**src/rtl/fir_chirp_ctrl_if.sv**
```systemverilog
// rtl/fir_chirp_ctrl_if.sv - sample stream and FIR-side signals of the chirp sequencer
interface fir_chirp_ctrl_if #(
  parameter int D_W = 8
);
  logic [D_W-1:0] s_data;
  logic           s_vld;
  logic           s_rdy;
  logic [D_W-1:0] fir_data;
  logic           fir_vld;
  logic           fir_rstn;
  logic           fir_out_vld;
  logic           m_last;

  modport slave (
    input  s_data, s_vld, fir_out_vld,
    output s_rdy, fir_data, fir_vld, fir_rstn, m_last
  );

  modport master (
    output s_data, s_vld, fir_out_vld,
    input  s_rdy, fir_data, fir_vld, fir_rstn, m_last
  );
endinterface

```
**src/rtl/fir_chirp_ctrl.sv**
```systemverilog
// rtl/fir_chirp_ctrl.sv - per-chirp sequencer feeding a decimating FIR gaplessly
module fir_chirp_ctrl #(
  parameter int D_W      = 8,
  parameter int TAPS     = 32,
  parameter int DECIMATE = 1,
  parameter int N_SAMP   = 1024
) (
  input  logic                clk,
  input  logic                rstn,
  input  logic                start,
  fir_chirp_ctrl_if.slave     bus,
  output logic                busy,
  output logic                done,
  output logic [1:0]          err
);
  localparam int FIR_LAT = $clog2(TAPS) + 3;
  localparam int N_IN    = N_SAMP + TAPS - 1;
  localparam int N_OUT   = (N_IN + DECIMATE - 1) / DECIMATE;
  localparam int IN_W    = $clog2(N_IN + 1);
  localparam int OUT_W   = $clog2(N_OUT + 1);
  localparam int TMR_W   = $clog2(FIR_LAT + 5);

  typedef enum logic [1:0] {IDLE, RUN, FLUSH, DRAIN} state_t;

  state_t           state, state_nxt;
  logic [IN_W-1:0]  in_cnt;
  logic [OUT_W-1:0] out_cnt;
  logic [TMR_W-1:0] timer;
  logic [D_W-1:0]   fir_data_nxt;
  logic             fir_vld_nxt, fir_rstn_nxt, done_nxt;
  logic             arm, last_samp, last_flush, out_final, timeout;

  assign arm        = (state == IDLE) && start;
  assign last_samp  = (in_cnt == IN_W'(N_SAMP - 1));
  assign last_flush = (in_cnt == IN_W'(N_IN - 1));
  assign out_final  = (out_cnt == OUT_W'(N_OUT)) ||
                      (bus.fir_out_vld && (out_cnt == OUT_W'(N_OUT - 1)));
  assign timeout    = (timer == TMR_W'(FIR_LAT + 3));

  always_ff @(posedge clk or negedge rstn) begin
    if (!rstn) state <= IDLE;
    else       state <= state_nxt;
  end

  always_comb begin
    state_nxt = state;
    case (state)
      IDLE:    if (start) state_nxt = RUN;
      RUN:     if (last_samp) state_nxt = (TAPS > 1) ? FLUSH : DRAIN;
      FLUSH:   if (last_flush) state_nxt = DRAIN;
      DRAIN:   if (out_final || timeout) state_nxt = IDLE;
      default: state_nxt = IDLE;
    endcase
  end

  // fir_* and done are registered; this block computes their next values
  always_comb begin
    bus.s_rdy    = (state == RUN);
    busy         = (state != IDLE);
    bus.m_last   = bus.fir_out_vld && busy && (out_cnt == OUT_W'(N_OUT - 1));
    fir_data_nxt = '0;
    fir_vld_nxt  = 1'b0;
    fir_rstn_nxt = 1'b1;
    done_nxt     = 1'b0;
    case (state)
      IDLE:  fir_rstn_nxt = !start;
      RUN: begin
        fir_vld_nxt  = 1'b1;
        fir_data_nxt = bus.s_vld ? bus.s_data : '0;
      end
      FLUSH: fir_vld_nxt = 1'b1;
      DRAIN: done_nxt = out_final || timeout;
      default: ;
    endcase
  end

  always_ff @(posedge clk or negedge rstn) begin
    if (!rstn) begin
      bus.fir_data <= '0;
      bus.fir_vld  <= 1'b0;
      bus.fir_rstn <= 1'b1;
      done         <= 1'b0;
      err          <= 2'b00;
      in_cnt       <= '0;
      out_cnt      <= '0;
      timer        <= '0;
    end else begin
      bus.fir_data <= fir_data_nxt;
      bus.fir_vld  <= fir_vld_nxt;
      bus.fir_rstn <= fir_rstn_nxt;
      done         <= done_nxt;
      timer        <= (state == DRAIN) ? timer + 1'b1 : '0;

      if (arm)                                  in_cnt <= '0;
      else if (state == RUN || state == FLUSH)  in_cnt <= in_cnt + 1'b1;

      // final output wins over a timeout landing in the same cycle
      if (arm)
        out_cnt <= '0;
      else if (busy && bus.fir_out_vld && out_cnt != OUT_W'(N_OUT))
        out_cnt <= out_cnt + 1'b1;

      if (arm)                                   err <= 2'b00;
      else begin
        if (state == RUN && !bus.s_vld)          err[0] <= 1'b1;
        if (state == DRAIN && timeout && !out_final) err[1] <= 1'b1;
      end
    end
  end
endmodule

```
**src/flat_wrapper.sv**
```systemverilog
// flat-port wrapper written by rule: the top's interface ports become plain ports
module fir_chirp_ctrl_flat 
#(
  parameter int D_W      = 8,
  parameter int TAPS     = 32,
  parameter int DECIMATE = 1,
  parameter int N_SAMP   = 1024
)
  (clk, rstn, start, busy, done, err, bus_s_data, bus_s_vld, bus_fir_out_vld, bus_s_rdy, bus_fir_data, bus_fir_vld, bus_fir_rstn, bus_m_last);
  fir_chirp_ctrl_if #(.D_W(D_W)) bus_i ();
  input  logic clk;
  input  logic rstn;
  input  logic start;
  output logic busy;
  output logic done;
  output logic [1:0] err;
  input wire logic [$bits(bus_i.s_data)-1:0] bus_s_data;
  input wire logic [$bits(bus_i.s_vld)-1:0] bus_s_vld;
  input wire logic [$bits(bus_i.fir_out_vld)-1:0] bus_fir_out_vld;
  output wire logic [$bits(bus_i.s_rdy)-1:0] bus_s_rdy;
  output wire logic [$bits(bus_i.fir_data)-1:0] bus_fir_data;
  output wire logic [$bits(bus_i.fir_vld)-1:0] bus_fir_vld;
  output wire logic [$bits(bus_i.fir_rstn)-1:0] bus_fir_rstn;
  output wire logic [$bits(bus_i.m_last)-1:0] bus_m_last;
  assign bus_i.s_data = bus_s_data;
  assign bus_i.s_vld = bus_s_vld;
  assign bus_i.fir_out_vld = bus_fir_out_vld;
  assign bus_s_rdy = bus_i.s_rdy;
  assign bus_fir_data = bus_i.fir_data;
  assign bus_fir_vld = bus_i.fir_vld;
  assign bus_fir_rstn = bus_i.fir_rstn;
  assign bus_m_last = bus_i.m_last;
  fir_chirp_ctrl #(.D_W(D_W), .TAPS(TAPS), .DECIMATE(DECIMATE), .N_SAMP(N_SAMP)) u_core (.clk(clk), .rstn(rstn), .start(start), .bus(bus_i), .busy(busy), .done(done), .err(err));
endmodule
```
**config.mk**
```make
export PLATFORM = sky130hd
export DESIGN_NAME = fir_chirp_ctrl_flat
export DESIGN_NICKNAME = d
export VERILOG_FILES = /design/src/rtl/fir_chirp_ctrl_if.sv /design/src/rtl/fir_chirp_ctrl.sv /design/src/flat_wrapper.sv
export SDC_FILE = /design/constraint.sdc
export NUM_CORES = 1
export LEC_CHECK = 0
export CAP_MARGIN = 20
export CORE_MARGIN = 4
export CORE_UTILIZATION = 53
export CTS_BUF_LIST = sky130_fd_sc_hd__clkbuf_16
export DETAILED_ROUTE_END_ITERATION = 7
export GPL_ROUTABILITY_DRIVEN = 0
export GPL_TIMING_DRIVEN = 1
export PLACE_DENSITY = 0.75
export SKIP_CTS_REPAIR_TIMING = 1
export SLEW_MARGIN = 20
export SYNTH_ARGS = -nofsm -noshare
export SYNTH_HDL_FRONTEND = slang
export SYNTH_SLANG_ARGS = --single-unit
```
**constraint.sdc**
```tcl
create_clock -name clk -period 2.3 [get_ports clk]
set_input_delay 0.46 -clock clk [delete_from_list [all_inputs] [get_ports clk]]
set_output_delay 0.46 -clock clk [all_outputs]
set_load 0.01 [all_outputs]
```
* Word level (Yosys, flattened, before mapping)
Index checks and enable logic that the tools add are counted.
Word-level totals: memories 0, latch bits 0, RAM bits 0, ROM bits 0, register bits 41, logic and storage cells 66
Cells by class: $lt $le $gt $ge 0, shift-type cells 0, muxes and demuxes 18, bitwise operators 0, add/subtract/negate cells 3, $mul 0, equal/unequal tests 13, reduce and logical (&&, ||, !) cells 22, div/mod/pow operators 0
Operator list (number):
- $mux 11 | 4
- $eq 11x11->1 const B | 3
- $add 11x1->11 const B | 2
- $mux 8 | 2
- $eq 11x10->1 const B | 1
- $ne 11x11->1 const B | 1
- $mux 2 | 5
- $reduce_bool 2->1 | 5
- $logic_and 1x1->1 | 8
- $pmux 2 s4 | 1
- $ne 2x1->1 const B | 3
- $mux 1 | 5
- $add 4x1->4 const B | 1
- $eq 2x2->1 const B | 2
- $eq 4x4->1 const B | 1
- $mux 4 | 1
- $reduce_and 4->1 | 1
- $logic_not 1->1 | 3
- $logic_or 1x1->1 | 3
- $eq 2x1->1 const B | 1
- $logic_not 2->1 | 1
- $ne 2x2->1 const B | 1
- $reduce_or 2->1 | 1

* Logic depth before layout (Yosys ltp)
Gate-level depths: netlist of the first run.
word-level depth 7, gate-level depth with buffers 7

* Least setup slack after synthesis of the first run
No wires, ideal clock.
path kind register to register, start register u_core.state[0], end register u_core.in_cnt[10], data required time 2.223 ns, data arrival time 1.651 ns, library setup time 0.077 ns, buffers on the path 1, slack 0.572 ns, cell stages (with the launch flop) 7, path through dfrtp_1 > inv_1 > ha_1 > clkbuf_1 > nand4_1 > or3_1 > a21oi_1
Between the ends: word-level cells in the longest chain between the ends 3, elaborated cells between the ends (all ways) 7, classes of those cells 2 x eq/ne; 1 x mux; 4 x reduce/logical
Ends and longest elaborated chain:
- from (decl) | line fir_chirp_ctrl.sv:25 | state_t state, state_nxt;
- from (signal assigned) | line fir_chirp_ctrl.sv:42 | else state <= state_nxt;
- $eq 2x1->1, or another cell as far along | line fir_chirp_ctrl.sv:95 | else if (state == RUN || state == FLUSH) in_cnt <= in_cnt + 1'b1;
- $logic_or 1x1->1 / $logic_and 1x1->1 (equally long branches) | line fir_chirp_ctrl.sv:95, fir_chirp_ctrl.sv:33
- $reduce_bool 2->1 (no source line) / $mux 11 (equally long branches)
- to (signal assigned) | line fir_chirp_ctrl.sv:95
- to (decl) | line fir_chirp_ctrl.sv:26 | logic [IN_W-1:0] in_cnt;
Parallel ways exist; a longest one is shown, timed or not. A chain may end at the register's enable or synchronous reset.

* Worst setup path in the final report of the first run
start register u_core.state[1], end output port bus_s_rdy
Between the ends: word-level cells in the longest chain between the ends 1
Ends and longest elaborated chain:
- $eq 2x1->1 | line fir_chirp_ctrl.sv:58 | bus.s_rdy = (state == RUN);
- to (decl) | line flat_wrapper.sv:20 | output wire logic [$bits(bus_i.s_rdy)-1:0] bus_s_rdy;
No other way between the ends.

==> impl_metrics.json, run 1 <==
{
  "outcome": "finished, final reports clean",
  "critical_path_arrival_ps": 1590,
  "avgSynthCellArea_um2": 10.8,
  "combinational_family_with_the_most_area_after_synthesis": "simple AND/OR/NAND/NOR gates",
  "crit_share_post_route": 0.889,
  "number_of_buffer_cells_added_on_primary_ports": 28,
  "count_of_state_elements_after_synthesis": 41,
  "synth_fp_nets": 204,
  "synth-adder-area-share": 0.0639,
  "peakVddDrop_mv": 0.510,
  "h-tree-depth": 2,
  "grt.total_usage": 0.194,
  "top_cell_types_by_occurrence_after_synthesis": "sky130_fd_sc_hd__dfrtp_1 (40), sky130_fd_sc_hd__nor2_1 (23), sky130_fd_sc_hd__and3_1 (13), sky130_fd_sc_hd__xor2_1 (13)",
  "slew_headroom": 0.413,
  "grt_max_degree": 42,
  "netsw_uw": 394,
  "die_area_um2": 4730,
  "synthMostInstantiatedCell": "sky130_fd_sc_hd__dfrtp_1",
  "synth_compound_gate_area_share": 0.0524,
  "power-per-cell-area_nw_per_um2": 670,
  "synth_ff_type": "sky130_fd_sc_hd__dfrtp_1",
  "final_layout_size_suffix_gt1_frac": 0.0872,
  "synth_seq_area_share": 0.525,
  "cts_sinks": 41,
  "worst_clock_skew_ps": 3.77,
  "postSynth.asyncResetShare": 1.00,
  "die_width_um": 68.8,
  "min_path_type": "input port to asynchronous set/reset pin",
  "criticalPathCategory": "flip-flop to output port",
  "max_cap_violations": 0,
  "drc_errors": 0,
  "largest_fanout_on_the_critical_path": 4,
  "p_comb_frac": 0.108,
  "max_slew.worst_pin.slew_ps": 881,
  "wl_per_cell_um": 14.8,
  "start_util": 0.569,
  "detail_route.iter0.violations": 97,
  "synth-edff-count": 0,
  "area_delta_synth_final_pct": 25.4,
  "post_synth_xor_area_fraction": 0.0850,
  "fillerInstances": 241,
  "p_leak_uw": 0.00117,
  "dieHeight_um": 68.8,
  "gr-max-usage-layer": "met2",
  "post-route-util": 0.713,
  "post_synth_inst_count": 181,
  "slew_violations": 0,
  "power.internal_uw": 1250,
  "cts_buffers": 5,
  "finalSetupViolCount": 0,
  "antenna_found_initial": 0,
  "gr-usage-met1": 0.220,
  "setup_repair_after_global_routing_missed_its_margin": "false",
  "avgViaCountPerCell": 5.39,
  "timing.final.hold_violations": 0,
  "critical_path_required_ps": 1840,
  "final_period_minus_worst_setup_slack_ps": 2050,
  "final_antenna_net_count": 0,
  "tritoncts": "done",
  "place_ws_ps": -18.9,
  "power.share.switching": 0.240,
  "share_of_synthesized_area_spent_on_multiplexers": 0.0160,
  "critPathSlowestCell": "sky130_fd_sc_hd__clkdlybuf4s50_1",
  "n_antenna_cell": 0,
  "synth_top_cell_area_share": 0.512,
  "dr.pass1.iters": 4,
  "ys.warnings.count": 0,
  "grt_use_met2": 0.344,
  "synth_top_area_cell": "sky130_fd_sc_hd__dfrtp_1",
  "layout.nets": 240,
  "grt_pass1_vias": 1481,
  "globalRouteOverflowTotal": 0,
  "worst_setup_path_end_kind": "output port",
  "clock_tree.buffer_depth": 2,
  "start_kind": "flip-flop",
  "post_synth_main_area_contributors": "sky130_fd_sc_hd__dfrtp_1 (51%), sky130_fd_sc_hd__ha_1 (6.4%), sky130_fd_sc_hd__xor2_1 (5.8%), sky130_fd_sc_hd__nor2_1 (4.4%), sky130_fd_sc_hd__and3_1 (4.2%)",
  "globalRouteMet3Util": 0.0583,
  "crit_path_max_incr_delay_ps": 580,
  "p_total_uw": 1640,
  "detail_route.wirelength_um": 3910,
  "synth_simple_gate_area_share": 0.229,
  "synth_cell_types": 34,
  "post_synth_design_cell_area_um2": 1960,
  "clock-root-buffer": "sky130_fd_sc_hd__clkbuf_16",
  "io_pins": 29,
  "series_of_cell_instances_along_the_critical_path": "inv_1 > ha_1 > clkdlybuf4s50_1",
  "placementRows": 21,
  "dp.final_hpwl_um": 2790,
  "worst_skew_pair.late_latency_ps": 280,
  "share_clk_of_total_power": 0.388,
  "core_region_area_um2": 3440,
  "vias": 1423,
  "seq_power_share": 0.505,
  "minimum_setup_slack_in_the_final_design_ps": 255,
  "max_freq_mhz": 489,
  "clkTransAtPathRegs_ps": 50,
  "grt_first_pass_wirelength_um": 6680
}
-- cells by family after synthesis --
kind of cell,after synthesis
XOR/XNOR,19
flip-flops,41
buffers and inverters,15
adder cells (fa/ha/maj),10
AO/OA/AOI/OAI,14
multiplexers,3
AND/OR/NAND/NOR,79
-- layer usage --
metal  vias up  share of wire  routed length, um
li1        686              -                  -
met1       703           0.45               1760
met2        28           0.50               1970
met3         6          0.030                118
met4         0          0.016                 61
met5         -              0                  0
-- through the flow --
step                      hold slack, ps  instance area, um2  cells  TNS [ps]
final                                306                2450    264         0
after global routing                 386                2450    264         0
after CTS                            335                2450    264      -153
after detailed placement             452                2310    256     -18.9
after global placement               444                2310    256         0
after floorplan                      164                1960    181         0
-- final timing paths --
kind / startpoint / end / slack, ps / cells after the start
worst max-delay path: u_core.state[1] / bus_s_rdy / 250 / 3
worst min-delay path: rstn / u_core.bus.fir_data[4] / 310 / 1
worst max register to register: u_core.state[1] / u_core.in_cnt[10] / 410 / 5
worst min register to register: u_core.timer[0] / u_core.timer[0] / 460 / 1
max in group asynchronous: rstn / u_core.out_cnt[6] / 1450 / 1
min in group clk: u_core.timer[0] / u_core.timer[0] / 460 / 1
-- critical path: cells and delay by family, from the launching register on --
kind,cells,cell delay (ps)
adders and majority gates,1,190
DFF,1,420
buffers and inverters,2,700
-- sequential cells by signal (all words and copies together) (netlist names) --
name and flops:
u_core.err 2, u_core.bus.fir_rstn 1, u_core.timer 4, u_core.in_cnt 11, u_core.out_cnt 11, u_core.done 1
u_core.bus.fir_data 8, u_core.state 2, u_core.bus.fir_vld 1
-- cell type report --
type | count | area [um2] | share of cell area
clock inverters | 3 | 11.3 | 0.00459
flip-flops and latches | 41 | 1030 | 0.419
multi-input cells | 125 | 873 | 0.356
clock buffers | 5 | 125 | 0.0510
inverters | 11 | 41.3 | 0.0168
repair buffers | 33 | 318 | 0.130
well taps | 46 | 57.6 | 0.0235
-- power groups by stage --
stage	Sequential, uW	Combinational (uW)	Clock (uW)
after CTS	827	177	649
after detailed placement	840	173	0
final	830	177	637
after global placement	836	168	0
after global routing	832	201	689
after floorplan	829	96.1	0
-- cells in the final DEF (no fill, tap or decap), types with 2 or more instances in the layout --
master and n:
sky130_fd_sc_hd__nor2_1 23, sky130_fd_sc_hd__mux2i_1 2, sky130_fd_sc_hd__or3_1 2, sky130_fd_sc_hd__nand3_1 9, sky130_fd_sc_hd__clkdlybuf4s50_1 25, sky130_fd_sc_hd__ha_1 10
sky130_fd_sc_hd__and3_1 13, sky130_fd_sc_hd__and2_1 4, sky130_fd_sc_hd__buf_4 5, sky130_fd_sc_hd__dfrtp_1 40, sky130_fd_sc_hd__dlymetal6s2s_1 2, sky130_fd_sc_hd__xor2_1 13
sky130_fd_sc_hd__nand4_1 4, sky130_fd_sc_hd__clkbuf_16 5, sky130_fd_sc_hd__nand4b_1 2, sky130_fd_sc_hd__o21ai_0 5, sky130_fd_sc_hd__a21oi_1 4, sky130_fd_sc_hd__nor3_1 2
sky130_fd_sc_hd__nand2_1 11, sky130_fd_sc_hd__inv_1 13, sky130_fd_sc_hd__xnor2_1 6
(Power assumes the default switching activity.)
==> inputs of run 2 (changes only) <==
--- a/config.mk
+++ b/config.mk
@@ -5,13 +5,12 @@
 export SDC_FILE = /design/constraint.sdc
 export NUM_CORES = 1
 export LEC_CHECK = 0
-export CAP_MARGIN = 20
+export CAP_MARGIN = 0
 export CORE_MARGIN = 4
 export CORE_UTILIZATION = 53
 export CTS_BUF_LIST = sky130_fd_sc_hd__clkbuf_16
 export DETAILED_ROUTE_END_ITERATION = 7
-export GPL_ROUTABILITY_DRIVEN = 0
-export GPL_TIMING_DRIVEN = 1
+export GPL_TIMING_DRIVEN = 0
 export PLACE_DENSITY = 0.75
 export SKIP_CTS_REPAIR_TIMING = 1
 export SLEW_MARGIN = 20
==> impl_metrics.json, run 2 (synthesis results as in run 1) <==
{
  "clock-root-buffer": "sky130_fd_sc_hd__clkbuf_16",
  "max_slew.worst_pin.slew_ps": 543,
  "start_util": 0.569,
  "globalRouteOverflowTotal": 0,
  "critical_path_arrival_ps": 1680,
  "wl_per_cell_um": 14.5,
  "criticalPathCategory": "flip-flop to output port",
  "max_cap_violations": 0,
  "final_period_minus_worst_setup_slack_ps": 2140,
  "peakVddDrop_mv": 0.435,
  "antenna_found_initial": 0,
  "p_leak_uw": 0.00116,
  "placed_area_um2": 2320,
  "whs_ps": 171,
  "start_kind": "flip-flop",
  "slew_violations": 0,
  "dr.pass1.iters": 4,
  "die_area_um2": 4730,
  "layout.nets": 242,
  "grt_max_degree": 23,
  "outcome": "finished, final reports clean",
  "largest_fanout_on_the_critical_path": 5,
  "worst_skew_pair.late_latency_ps": 270,
  "finalSetupViolCount": 0,
  "placementRows": 21,
  "grt.total_usage": 0.197,
  "min_path_type": "input port to asynchronous set/reset pin",
  "io_pins": 29,
  "worstRegToRegCells": 6,
  "power-per-cell-area_nw_per_um2": 663,
  "worstReg2RegStart": "u_core.state[1]",
  "biggestRegsByFlops": "u_core.in_cnt (11), u_core.out_cnt (11), u_core.bus.fir_data (8)",
  "fin_area_um2": 2470,
  "place_ws_ps": -46.8,
  "clkTransAtPathRegs_ps": 50,
  "drc_errors": 0,
  "worst_setup_path_end_kind": "output port",
  "dp.final_hpwl_um": 2890,
  "vias": 1402,
  "cts_buffers": 5,
  "dieHeight_um": 68.8,
  "cts_sinks": 41,
  "setup_repair_after_global_routing_missed_its_margin": "false",
  "core_region_area_um2": 3440,
  "grt_pass1_vias": 1505,
  "minimum_setup_slack_in_the_final_design_ps": 162,
  "dr_wl_met2_um": 2000,
  "detail_route.wirelength_um": 3840,
  "post-place-cells": 256,
  "die_width_um": 68.8,
  "fin_cells": 265,
  "tritoncts": "done",
  "critical_path_required_ps": 1840,
  "gpl.final_weighted_congestion": 0.958,
  "most_used_cells_in_the_layout_excluding_fill_and_tap_cells": "sky130_fd_sc_hd__dfrtp_1 (40), sky130_fd_sc_hd__clkdlybuf4s50_1 (26), sky130_fd_sc_hd__nor2_1 (23)",
  "fillerInstances": 247,
  "wirelength_met1_um": 1710,
  "crit_share_post_route": 0.929,
  "max_freq_mhz": 468,
  "detailed_route_wirelength_on_metal3_um": 105,
  "number_of_buffer_cells_added_on_primary_ports": 28,
  "final_layout_size_suffix_gt1_frac": 0.0868,
  "p_total_uw": 1640,
  "worstReg2RegEnd": "u_core.in_cnt[10]",
  "n_antenna_cell": 0,
  "h-tree-depth": 2,
  "worst-r2r-setup-slack_ps": 280,
  "layout_commonest_cell": "sky130_fd_sc_hd__dfrtp_1",
  "clock_tree.buffer_depth": 2,
  "final_antenna_net_count": 0,
  "timing.final.hold_violations": 0,
  "slew_headroom": 0.638,
  "routed.top_layer": "met4",
  "grt_first_pass_wirelength_um": 6780,
  "worst_clock_skew_ps": 3.92,
  "detail_route.iter0.violations": 100,
  "avgViaCountPerCell": 5.29,
  "area_delta_synth_final_pct": 26.3
}
[run 2: layout make-up]
| class | instances | area, um2 | share of cell area |
|---|---|---|---|
| clock buffers | 5 | 125 | 0.0506 |
| multi-input cells | 125 | 878 | 0.355 |
| well taps | 46 | 57.6 | 0.0233 |
| flip-flops and latches | 41 | 1030 | 0.415 |
| plain buffers | 4 | 15.0 | 0.00607 |
| clock inverters | 2 | 7.51 | 0.00304 |
| repair buffers | 31 | 320 | 0.130 |
| inverters | 11 | 41.3 | 0.0167 |
[run 2: routing by layer]
| metal | vias up | global-route usage |
|---|---|---|
| met5 | - | 0 |
| met4 | 0 | 0.0584 |
| met3 | 2 | 0.0535 |
| met2 | 21 | 0.346 |
| met1 | 685 | 0.235 |
| li1 | 694 | - |
[run 2: through the flow]
step	util	setup TNS, ps
after floorplan	-	0
after global placement	0.667	-5550
after detailed placement	0.673	-46.8
after CTS	0.712	-224
after global routing	0.718	0
final	0.718	0
[run 2: worst max path at each step]
stage / endpoint / slack (ps) / from / depth (start not counted)
final: busy / 160 / u_core.state[0] / 4
after global routing: busy / 20 / u_core.state[0] / 4
after CTS: bus_m_last / -220 / u_core.state[1] / 5
after detailed placement: bus_m_last / -50 / bus_fir_out_vld / 4
after global placement: u_core.in_cnt[7] / -140 / rstn / 1
after floorplan: u_core.in_cnt[10] / 570 / u_core.state[0] / 6
[run 2: report_power, final]
group / switching (uW) / internal [uW] / leakage (uW)
Combinational: 87.5 / 97.1 / 0.000570
Clock: 238 / 387 / 0.0000685
Sequential: 57.4 / 771 / 0.000526
[run 2: worst max-delay path, cell delays in order (launching register included)]
cell	delay [ps]
sky130_fd_sc_hd__dfrtp_1	390
sky130_fd_sc_hd__inv_1	140
sky130_fd_sc_hd__ha_2	280
sky130_fd_sc_hd__inv_1	110
sky130_fd_sc_hd__clkdlybuf4s50_1	490
